## src/rtl/dmem_lsu.sv

```systemverilog
// dmem_lsu: load/store unit between the RV32I MEM stage and a word-wide,
// variable-latency data memory with a req/ack handshake.
// Optional feature macro: LSU_MISALIGN_EN (split misaligned accesses into two
// word transfers instead of faulting).
module dmem_lsu #(
  parameter int unsigned MAX_WAIT = 255
) (
  input  logic        clk,
  input  logic        reset,
  input  logic        cpu_mem_r,
  input  logic        cpu_mem_w,
  input  logic [31:0] cpu_addr,
  input  logic [31:0] cpu_wdata,
  input  logic [2:0]  cpu_dmtype,
  output logic [31:0] cpu_rdata,
  output logic        cpu_stall,
  output logic        cpu_fault,
  output logic        mem_req,
  output logic        mem_we,
  output logic [31:0] mem_addr,
  output logic [3:0]  mem_be,
  output logic [31:0] mem_wdata,
  input  logic        mem_ack,
  input  logic [31:0] mem_rdata
);

  typedef enum logic [1:0] {StIdle, StAcc0, StAcc1, StDone} state_t;

  state_t      state_q, state_d;
  logic [31:0] cnt_q;
  logic [1:0]  off_q;
  logic [2:0]  type_q;
  logic        we_q;
  logic        split_q;
  logic        fault_q;
  logic [3:0]  be_hi_q;
  logic [31:0] data0_q;

  logic        req_any;
  logic        illegal;
  logic        split_req;
  logic        timeout;
  logic        accept;
  logic        go_acc1;
  logic        finish;
  logic        set_fault;
  logic [1:0]  off;
  logic [3:0]  be_base;
  logic [7:0]  be_mask;
  logic [31:0] rep_data;
  logic [31:0] lane_data;

  // Shift the byte pair down by the offset, then extend per funct3.
  function automatic logic [31:0] extract(input logic [63:0] pair, input logic [1:0] sh,
                                          input logic [2:0] typ);
    logic [31:0] w;
    w = 32'(pair >> {sh, 3'b000});
    case (typ[1:0])
      2'b00:   extract = typ[2] ? {24'h0, w[7:0]} : {{24{w[7]}}, w[7:0]};
      2'b01:   extract = typ[2] ? {16'h0, w[15:0]} : {{16{w[15]}}, w[15:0]};
      default: extract = w;
    endcase
  endfunction

  // Decode the incoming request: enables, lane data, legality.
  always_comb begin
    off     = cpu_addr[1:0];
    req_any = cpu_mem_r | cpu_mem_w;
    case (cpu_dmtype[1:0])
      2'b00: begin
        be_base  = 4'b0001;
        rep_data = {4{cpu_wdata[7:0]}};
      end
      2'b01: begin
        be_base  = 4'b0011;
        rep_data = {2{cpu_wdata[15:0]}};
      end
      default: begin
        be_base  = 4'b1111;
        rep_data = cpu_wdata;
      end
    endcase
    // Upper nibble holds the lanes that spill into the next word.
    be_mask   = {4'b0000, be_base} << off;
    split_req = |be_mask[7:4];
`ifdef LSU_MISALIGN_EN
    // Rotate so every enabled lane of either word carries its own byte.
    case (off)
      2'd0:    lane_data = rep_data;
      2'd1:    lane_data = {rep_data[23:0], rep_data[31:24]};
      2'd2:    lane_data = {rep_data[15:0], rep_data[31:16]};
      default: lane_data = {rep_data[7:0], rep_data[31:8]};
    endcase
`else
    lane_data = rep_data;
`endif
    illegal = (cpu_mem_r & cpu_mem_w) | (cpu_dmtype == 3'b011) | (cpu_dmtype[2:1] == 2'b11) |
              (cpu_mem_w & cpu_dmtype[2]);
`ifndef LSU_MISALIGN_EN
    illegal = illegal | split_req;
`endif
    timeout = (MAX_WAIT != 0) && ((cnt_q + 32'd1) == MAX_WAIT);
  end

  // Next-state logic and handshake/pipeline outputs.
  always_comb begin
    state_d   = state_q;
    accept    = 1'b0;
    go_acc1   = 1'b0;
    finish    = 1'b0;
    set_fault = 1'b0;
    cpu_stall = 1'b0;
    cpu_fault = 1'b0;
    mem_req   = 1'b0;
    unique case (state_q)
      StIdle: begin
        cpu_stall = req_any;
        if (req_any) begin
          if (illegal) begin
            state_d   = StDone;
            set_fault = 1'b1;
          end else begin
            state_d = StAcc0;
            accept  = 1'b1;
          end
        end
      end
      StAcc0: begin
        cpu_stall = 1'b1;
        mem_req   = 1'b1;
        if (mem_ack) begin
          if (split_q) begin
            state_d = StAcc1;
            go_acc1 = 1'b1;
          end else begin
            state_d = StDone;
            finish  = 1'b1;
          end
        end else if (timeout) begin
          state_d   = StDone;
          set_fault = 1'b1;
        end
      end
      StAcc1: begin
        cpu_stall = 1'b1;
        mem_req   = 1'b1;
        if (mem_ack) begin
          state_d = StDone;
          finish  = 1'b1;
        end else if (timeout) begin
          state_d   = StDone;
          set_fault = 1'b1;
        end
      end
      StDone: begin
        cpu_fault = fault_q;
        state_d   = StIdle;
      end
      default: state_d = StIdle;
    endcase
    if (reset) begin
      cpu_stall = 1'b0;
    end
  end

  // State, latched request, memory-side drive and load result registers.
  always_ff @(posedge clk) begin
    if (reset) begin
      state_q   <= StIdle;
      cnt_q     <= '0;
      off_q     <= '0;
      type_q    <= '0;
      we_q      <= 1'b0;
      split_q   <= 1'b0;
      fault_q   <= 1'b0;
      be_hi_q   <= '0;
      data0_q   <= '0;
      cpu_rdata <= '0;
      mem_we    <= 1'b0;
      mem_addr  <= '0;
      mem_be    <= '0;
      mem_wdata <= '0;
    end else begin
      state_q <= state_d;
      fault_q <= set_fault;
      if (accept || go_acc1) begin
        cnt_q <= '0;
      end else if (mem_req) begin
        cnt_q <= cnt_q + 32'd1;
      end
      if (accept) begin
        off_q     <= off;
        type_q    <= cpu_dmtype;
        we_q      <= cpu_mem_w;
        split_q   <= split_req;
        be_hi_q   <= be_mask[7:4];
        mem_we    <= cpu_mem_w;
        mem_addr  <= {cpu_addr[31:2], 2'b00};
        mem_be    <= be_mask[3:0];
        mem_wdata <= lane_data;
      end
      if (go_acc1) begin
        data0_q  <= mem_rdata;
        mem_addr <= mem_addr + 32'd4;
        mem_be   <= be_hi_q;
      end
      if (finish && !we_q) begin
        cpu_rdata <= extract((state_q == StAcc1) ? {mem_rdata, data0_q} : {32'h0, mem_rdata},
                             off_q, type_q);
      end
    end
  end

endmodule
```

## config.mk

```make
export PLATFORM = sky130hd
export DESIGN_NAME = dmem_lsu
export DESIGN_NICKNAME = d
export VERILOG_FILES = /design/src/rtl/dmem_lsu.sv
export SDC_FILE = /design/constraint.sdc
export NUM_CORES = 1
export LEC_CHECK = 0
export CAP_MARGIN = 10
export CORE_MARGIN = 8
export CORE_UTILIZATION = 50
export CTS_CLUSTER_SIZE = 12
export DETAILED_ROUTE_END_ITERATION = 7
export PLACE_DENSITY = 0.79
export SLEW_MARGIN = 20
export SYNTH_ARGS = -nofsm -noshare
export SYNTH_HDL_FRONTEND = slang
export SYNTH_SLANG_ARGS = --single-unit
```

## constraint.sdc

```tcl
create_clock -name clk -period 3.1 [get_ports clk]
set_clock_uncertainty 0.15 [all_clocks]
set_input_delay 0.775 -clock clk [delete_from_list [all_inputs] [get_ports clk]]
set_output_delay 0.775 -clock clk [all_outputs]
set_load 0.05 [all_outputs]
```

Yosys cells after proc, flatten, opt, wreduce, memory -nomap -nowiden
Cells that the tools add are included.

Logic and storage cells: 79. Register bits: 178. Input bits: 104. Output and inout bits: 104.

Shift operators: 2. Bitwise gates (word level): 7. Multiplexer cells: 36. Reduce and logical (&&, ||, !) cells: 10. Equal/unequal tests: 9. Add/sub/neg operators: 2.

Operator list (number): $mux W32 (4); $pmux W32 S2 (2); $mux W64 (1); $shr A64 B5 Y32 (1); $add A32 B1 Y32 const B (1); $add A32 B3 Y32 const B (1); $eq A32 B8 Y1 const B (1); $mux W1 (17); $mux W2 (5); $mux W4 (2); $pmux W2 S4 (1); $pmux W4 S2 (1); $shl A4 B2 Y8 (1); $eq A2 B1 Y1 const B (3); $eq A2 B2 Y1 const B (3); $logic_not A2 Y1 (3); $pmux W1 S2 (3); $or A1 B1 Y1 (5); $reduce_or A2 Y1 (2); $reduce_or A4 Y1 (1); $eq A3 B2 Y1 const B (1); $and A1 B1 Y1 (2); $ne A2 B2 Y1 const B (1); $reduce_bool A2 Y1 (1); 3 further kinds (3).

Depth between registers and ports, before layout
Word-level depth: 10. Gate-level depth with buffers: 12. Gate-level depth less buffers: 10.

Least setup slack after synthesis
OpenSTA, ideal clock, no wires.

Kind: register -> output. From: register state_q[0]. To: output port cpu_stall. Path buffers: 2. Arrival: 2.771 ns. Cell stages (with the launch flop): 7. Slack: -0.596 ns. Required time: 2.175 ns. Cells stage by stage: dfxtp_1 inv_1 ha_1 clkbuf_1 clkbuf_1 nor2_1 nor3_1.

Word-level cells in the longest chain between the ends: 4. Elaborated cells on any way between the ends: 6. Those cells by class: 2 x eq/ne; 2 x mux; 2 x reduce/logical.

Ends and longest elaborated chain: start, declared (line 29) `state_t state_q, state_d;`; start signal, assigned (line 169) `state_q <= StIdle;`; start signal, assigned (line 184) `state_q <= state_d;`; $eq A2 B2 Y1 / $eq A2 B1 Y1 (equally long branches) (line 115) `unique case (state_q)`; $reduce_or A2 Y1 (no source line); $pmux W1 S2 (*) (line 115); $mux W1 (*) (line 161) `if (reset) begin`; end, declared (line 16) `output logic cpu_stall,`.

Every way passes the cells marked *; elsewhere a longest branch is shown, timed or not.

Worst setup path after layout
From: input port cpu_mem_w. To: output port cpu_stall.

Word-level cells in the longest chain between the ends: 3.

Ends and longest elaborated chain: start, declared (line 11) `input logic cpu_mem_w,`; $or A1 B1 Y1 (line 68) `req_any = cpu_mem_r | cpu_mem_w;`; $pmux W1 S2 (line 115); $mux W1 (line 161).

Every way passes these cells.

==> impl_metrics.json <==
{
  "outcome": "finished, final reports clean",
  "grt_start_max_net_pins": 79,
  "max-clock-path-buffers": 2,
  "detailedPlace.worstSlack_ns": -0.149,
  "detail_route.iter0.violations": 601,
  "die_area_um2": 23200,
  "transition_time_of_the_tightest_slew_check_pin_ns": 0.856,
  "yosysUniqueCellTypes": 66,
  "post-synth-top-area-fraction": 0.378,
  "finalWorstSetupSlack_ns": 0.132,
  "grt_pass1_vias": 9005,
  "dieWidth_um": 152,
  "tritoncts_num_sinks": 175,
  "grt_first_pass_wirelength_um": 46600,
  "cts_tree": "done",
  "timing_max_transition_violations_final": 0,
  "io-pin-count": 208,
  "timing.reg2reg.worst_path_depth": 10,
  "hpwl_um": 21200,
  "synth_async_sr_flop_share": 0,
  "routabilityCongestion": 0.920,
  "cts-root-buf": "sky130_fd_sc_hd__clkbuf_16",
  "grt.met2_usage": 0.391,
  "cp_startpoint_kind": "input port",
  "yosys_warnings": 0,
  "synth_commonest_cells": "sky130_fd_sc_hd__nand2_1 (233), sky130_fd_sc_hd__dfxtp_1 (175), sky130_fd_sc_hd__nor2_1 (147)",
  "clock.fmax_mhz": 337,
  "critical-path-top-delay-family": "buffers and inverters",
  "hold_path_depth": 2,
  "timing.critical_path.slowest_cell_delay_ns": 0.52,
  "worstPathCellList": "clkdlybuf4s50_1 > nor2_1 > nor2b_1 > nor2_1 > nor3_4 > buf_12",
  "post_cts_buffers": 0,
  "final-setup-viol-count": 0,
  "port-buffer-count": 205,
  "ctsHtreeMaxLevel": 4,
  "worstPathMaxFanout": 4,
  "number_of_rows_created_at_floorplan": 50,
  "setup.worst_path.class": "in -> out",
  "m3_gr_usage": 0.0814,
  "remaining_antenna_violation_count": 0,
  "final-hold-violation-count": 0,
  "timing.critical_path.mode_cell": "sky130_fd_sc_hd__nor2_1",
  "worstHoldPathType": "reg -> reg",
  "number_of_antenna_violations_at_the_first_check_in_global_routing": 2,
  "initial_utilization": 0.502,
  "placed_area_um2": 11700,
  "layout-drive-gt1-share": 0.0883,
  "cp.arrival_ns": 2.04,
  "worstSkewPairLatency_ns": 0.43,
  "yosysMostFrequentCell": "sky130_fd_sc_hd__nand2_1",
  "crit_cells": 6,
  "grt_util_met1": 0.291,
  "wl_per_cell_um": 17.6,
  "mappedNetlistArea_um2": 9270,
  "critPathCaptureType": "primary output",
  "grt_overflow": 0,
  "drt_drc_violations_left": 0,
  "layout.cell_area.non_filler_um2": 12400,
  "max_cap_violation_count": 0,
  "area_delta_synth_final_pct": 33.3,
  "timing.final.crit_share": 0.957,
  "die_height_um": 152,
  "ys_dominant_reg_cell": "sky130_fd_sc_hd__dfxtp_1",
  "wire_length_reported_by_the_detailed_router_um": 29000,
  "slew-limit-headroom": 0.429,
  "critPathBufInv": 2,
  "placeable_core_region_um2": 18500,
  "cp_data_required_time_ns": 2.17,
  "netlist.top_cell.by_area": "sky130_fd_sc_hd__dfxtp_1",
  "yosys-top-cells-area": "sky130_fd_sc_hd__dfxtp_1 (38%), sky130_fd_sc_hd__nand2_1 (9.4%), sky130_fd_sc_hd__mux2i_1 (7.4%)",
  "syn_inst": 1221,
  "vias": 9485,
  "avgViaCountPerCell": 5.75,
  "globalRoute.busiestLayer": "met2",
  "syn_area_per_cell_um2": 7.59,
  "worst_path_max_delay_cell": "sky130_fd_sc_hd__clkdlybuf4s50_1",
  "p_leak_nw": 4.33,
  "power_density_nw_per_um2": 672,
  "clk_transition_reported_paths_ns": 0.07,
  "finish.net_count": 1515,
  "synth_edf_count": 0,
  "cts_made_buffers": 17,
  "drt_pre_antenna_iters": 5,
  "ys_seq_elements": 175,
  "seq_area_frac_synth": 0.378,
  "min_period_ns": 2.97,
  "grt_util_all_layers": 0.242,
  "vdd_drop_max_uv": 524
}
## area by class of cell
type                       instances  area [µm²]
clock inverter                    14         136
sequential                       175        3510
multi-input combinational        942        5450
tap                              234         293
inverter                          12        45.0
timing repair buffer             255        2490
antenna                            1        2.50
fill                            1525        6100
clock buffer                      18         429
## layer usage
layer  share of wire  wire, µm
met1            0.42     12200
met2            0.46     13400
met3           0.088      2560
met4           0.030       873
met5         0.00034        10
## cell families after synthesis
group                      Yosys count  share of synthesized area
adders and majority gates            8                     0.0108
and+or+nand+nor                    539                      0.264
buffers and inverters              105                     0.0444
AOI/OAI and AO/OA                  277                      0.181
xor gates and xnor gates            37                     0.0349
muxes                               79                     0.0866
DFF                                175                      0.378
other                                1                   0.000404
## stage by stage
step	std cells	TNS [ns]	hold slack [ns]	utilization	power (mW)
4_1_cts	1650	0	0.305	0.667	8.32
2_1_floorplan	1222	0	0.283	-	5.01
3_5_place_dp	1618	-1.04	0.296	0.636	6.25
5_1_grt	1651	-0.00849	0.321	0.670	8.69
6_report	1651	0	0.305	0.670	8.30
3_3_place_gp	1618	-0.234	0.288	0.636	6.20
## power by group
group	switching, mW	total (mW)	leakage [nW]	internal (mW)
Sequential	0.216	2.74	1.42	2.52
Clock	0.998	2.07	0.274	1.07
Combinational	2.21	3.50	2.64	1.29
## tightest hold or removal path: stages (launching register included)
cell and delay, ns:
sky130_fd_sc_hd__dfxtp_1 0.31, sky130_fd_sc_hd__nand2_1 0.05, sky130_fd_sc_hd__a21oi_1 0.05
## flip-flops by register name (all words and copies together), names as in the netlist, 3 cells and up
| name | cells |
|---|---|
| mem_be | 4 |
| type_q | 3 |
| be_hi_q | 3 |
| mem_addr | 30 |
| cnt_q | 32 |
| cpu_rdata | 32 |
| data0_q | 32 |
| mem_wdata | 32 |
## timing repair
| action | in CTS | in global routing |
|---|---|---|
| gates resized for setup | 2 | 9 |
| pin swaps | 1 | 1 |
| cloned | 0 | 0 |
| hold buffers | 0 | 0 |
| setup endpoints to repair | 1 | 1 |
## cells in the final DEF, fill, tap and decap left out, types with 4 or more instances in the layout
cell,netlist,layout
sky130_fd_sc_hd__nand4_1,16,16
sky130_fd_sc_hd__xor2_1,21,21
sky130_fd_sc_hd__buf_4,2,47
sky130_fd_sc_hd__or2_2,4,4
sky130_fd_sc_hd__o22ai_1,14,14
sky130_fd_sc_hd__dfxtp_1,175,173
sky130_fd_sc_hd__buf_12,0,6
sky130_fd_sc_hd__clkdlybuf4s50_1,0,202
sky130_fd_sc_hd__a21oi_1,107,107
sky130_fd_sc_hd__nor4_1,13,11
sky130_fd_sc_hd__or3_1,10,10
sky130_fd_sc_hd__o211ai_1,11,11
sky130_fd_sc_hd__ha_1,8,5
sky130_fd_sc_hd__and4_1,8,8
sky130_fd_sc_hd__a221oi_1,8,8
sky130_fd_sc_hd__nor2_1,147,146
sky130_fd_sc_hd__xnor2_1,16,16
sky130_fd_sc_hd__mux2_2,10,10
sky130_fd_sc_hd__clkbuf_16,0,17
sky130_fd_sc_hd__nand3_1,25,24
sky130_fd_sc_hd__and3_1,18,17
sky130_fd_sc_hd__mux2i_1,69,69
sky130_fd_sc_hd__inv_1,12,12
sky130_fd_sc_hd__o21ai_0,70,70
sky130_fd_sc_hd__a211oi_1,27,27
sky130_fd_sc_hd__a311oi_1,12,12
sky130_fd_sc_hd__inv_8,0,5
sky130_fd_sc_hd__nor3_1,36,33
sky130_fd_sc_hd__nand2_1,233,233
sky130_fd_sc_hd__inv_6,0,4
## path summary, 6_finish.rpt
kind,startpoint,endpoint,slack (ns)
max,cpu_mem_w,cpu_stall,0.13
min,mem_wdata[30],mem_wdata[30],0.31
max reg2reg,cnt_q[0],state_q[0],0.17
min reg2reg,mem_wdata[30],mem_wdata[30],0.31
Note: power is estimated with default switching activity, not from simulation.
==> RTL edit, RTL diff (same flow settings) <==
Re-encode `state_t` (4 states) as one-hot, 4 bits wide.
--- a/src/rtl/dmem_lsu.sv
+++ b/src/rtl/dmem_lsu.sv
@@ -24,7 +24,7 @@
   input  logic [31:0] mem_rdata
 );
 
-  typedef enum logic [1:0] {StIdle, StAcc0, StAcc1, StDone} state_t;
+  typedef enum logic [3:0] {StIdle = 4'b0001, StAcc0 = 4'b0010, StAcc1 = 4'b0100, StDone = 4'b1000} state_t;
 
   state_t      state_q, state_d;
   logic [31:0] cnt_q;
Formal check against the unedited RTL: same outputs for any inputs over 4 cycles, from zero or initial values and one cycle with reset high; so few cycles prove little.
==> RTL edit against the original RTL <==
Sequential cell count rose by 2; wire length is 1.1% higher; critical path depth grew 4; worst setup slack gained 0.11 ns; area after synthesis up 1.6%; design area increased by 1.2%; via count increased by 0.47%; non-clock buffer count rose by 8; critical path type is now reg -> reg; highest routed layer is now met4.
Power is not compared: it rests on default switching activity, and its combinational part moved more than twofold at a synthesized area within 25%.
==> RTL edit: results <==
[critical_path]
cp_slowest_cell = "or4_1"
cpLargestDelayFamily = "simple AND/OR/NAND/NOR gates"
crit_fanout = 6
cp.arrival_ns = 3.08

[outcome]
status = "complete, no violations"

[global_routing]
grt_pass1_wl_um = 47100
grt_pass1_vias = 9265
grt_max_degree = 91
antenna_found_initial = 0
track_usage_pct = 24.3

[placement]
gp_congestion = 0.915
hpwl_um = 21200
port_buffers = 205
pre_cts_slack_ns = -0.142

[power_and_ir_drop]
p_leak_nw = 4.23

[synthesis]
yosysUniqueCellTypes = 67
synth_ff_type = "dfxtp_1"
netlist_top_cells_area = "dfxtp_1 (38%), nand2_1 (7.5%), a21oi_1 (5.6%)"
ys_seq_area_share_pct = 37.6
ys_top_cells_by_count = "nand2_1 (188), dfxtp_1 (177), nor2_1 (134)"

[cts]
cts_buffers = 17
cts.clk_slew.worst_paths_ns = 0.07

[cells_and_area]
final_nets = 1489
insertedDiodeCount = 0
drive_above_1_share_pct = 10.0

[route]
vias = 9530
first_iter_violations = 661
wl_um = 29300

[timing]
relSlewSlack_pct = 32.4
[RTL edit: cells by family (layout without fill, tap and decap cells)]
family / count (synthesis) / after routing / share of synthesized area [%]
other: 1 / 2 / 0.0398
AOI/OAI and AO/OA: 306 / 306 / 20.9
adders and majority gates: 3 / 3 / 0.398
DFF: 177 / 177 / 37.6
buffers and inverters: 110 / 309 / 4.69
xor gates and xnor gates: 45 / 45 / 4.18
muxes: 71 / 71 / 8.83
and+or+nand+nor: 482 / 482 / 23.3
[RTL edit: final cells by class]
type	instances	area, µm²
Clock buffer	18	429
Clock inverter	14	179
Timing Repair Buffer	263	2540
Tap cell	234	293
Inverter	14	52.6
Multi-Input combinational cell	909	5460
Fill cell	1537	6080
Sequential cell	177	3540
[RTL edit: power by group]
group          total [mW]  leakage (nW)  switching [mW]  internal [mW]
Sequential           2.46          1.43          0.0930           2.37
Clock                2.23         0.300           0.951           1.28
Combinational        1.19          2.50           0.721          0.472
[RTL edit: timing repair]
action,4_1_cts,5_1_grt
cloned,0,0
endpoints found under the hold margin,0,0
buffers inserted,0,2
gates resized for setup,1,1
setup endpoints to repair,1,3
[RTL edit: final timing paths]
kind	from	endpoint	slack [ns]	cells after the start
setup / recovery	cnt_q[0]	fault_q	0.24	10
hold / removal	data0_q[27]	data0_q[27]	0.31	2
setup reg to reg	cnt_q[0]	fault_q	0.24	10
hold reg to reg	data0_q[27]	data0_q[27]	0.31	2
[RTL edit: worst register-to-register path: cells and delay by family, from the launching register on]
family	cells	cell delay (ns)
AO/OA/AOI/OAI	3	0.42
flip-flops	1	0.31
adder cells (fa/ha/maj)	1	0.21
buffers and inverters	2	0.31
AND/OR/NAND/NOR	4	1.40
[RTL edit: stage by stage]
step           instance area, µm²  setup TNS, ns  utilization, %  instances
2_1_floorplan                9430              0               -       1196
3_3_place_gp                11900         -0.135            63.9       1595
3_5_place_dp                11900         -0.685            63.9       1595
4_1_cts                     12500              0            67.2       1627
5_1_grt                     12500              0            67.3       1629
6_report                    12500              0            67.3       1629
[RTL edit: layer usage]
metal | track usage [%] | share of wire (%) | up-vias | wire length [µm]
li1 | - | - | 4629 | -
met1 | 30.0 | 42 | 4472 | 12300
met2 | 39.2 | 46 | 366 | 13600
met3 | 6.71 | 8.4 | 63 | 2470
met4 | 10.3 | 3.3 | 0 | 966
met5 | 0 | 0 | - | 0
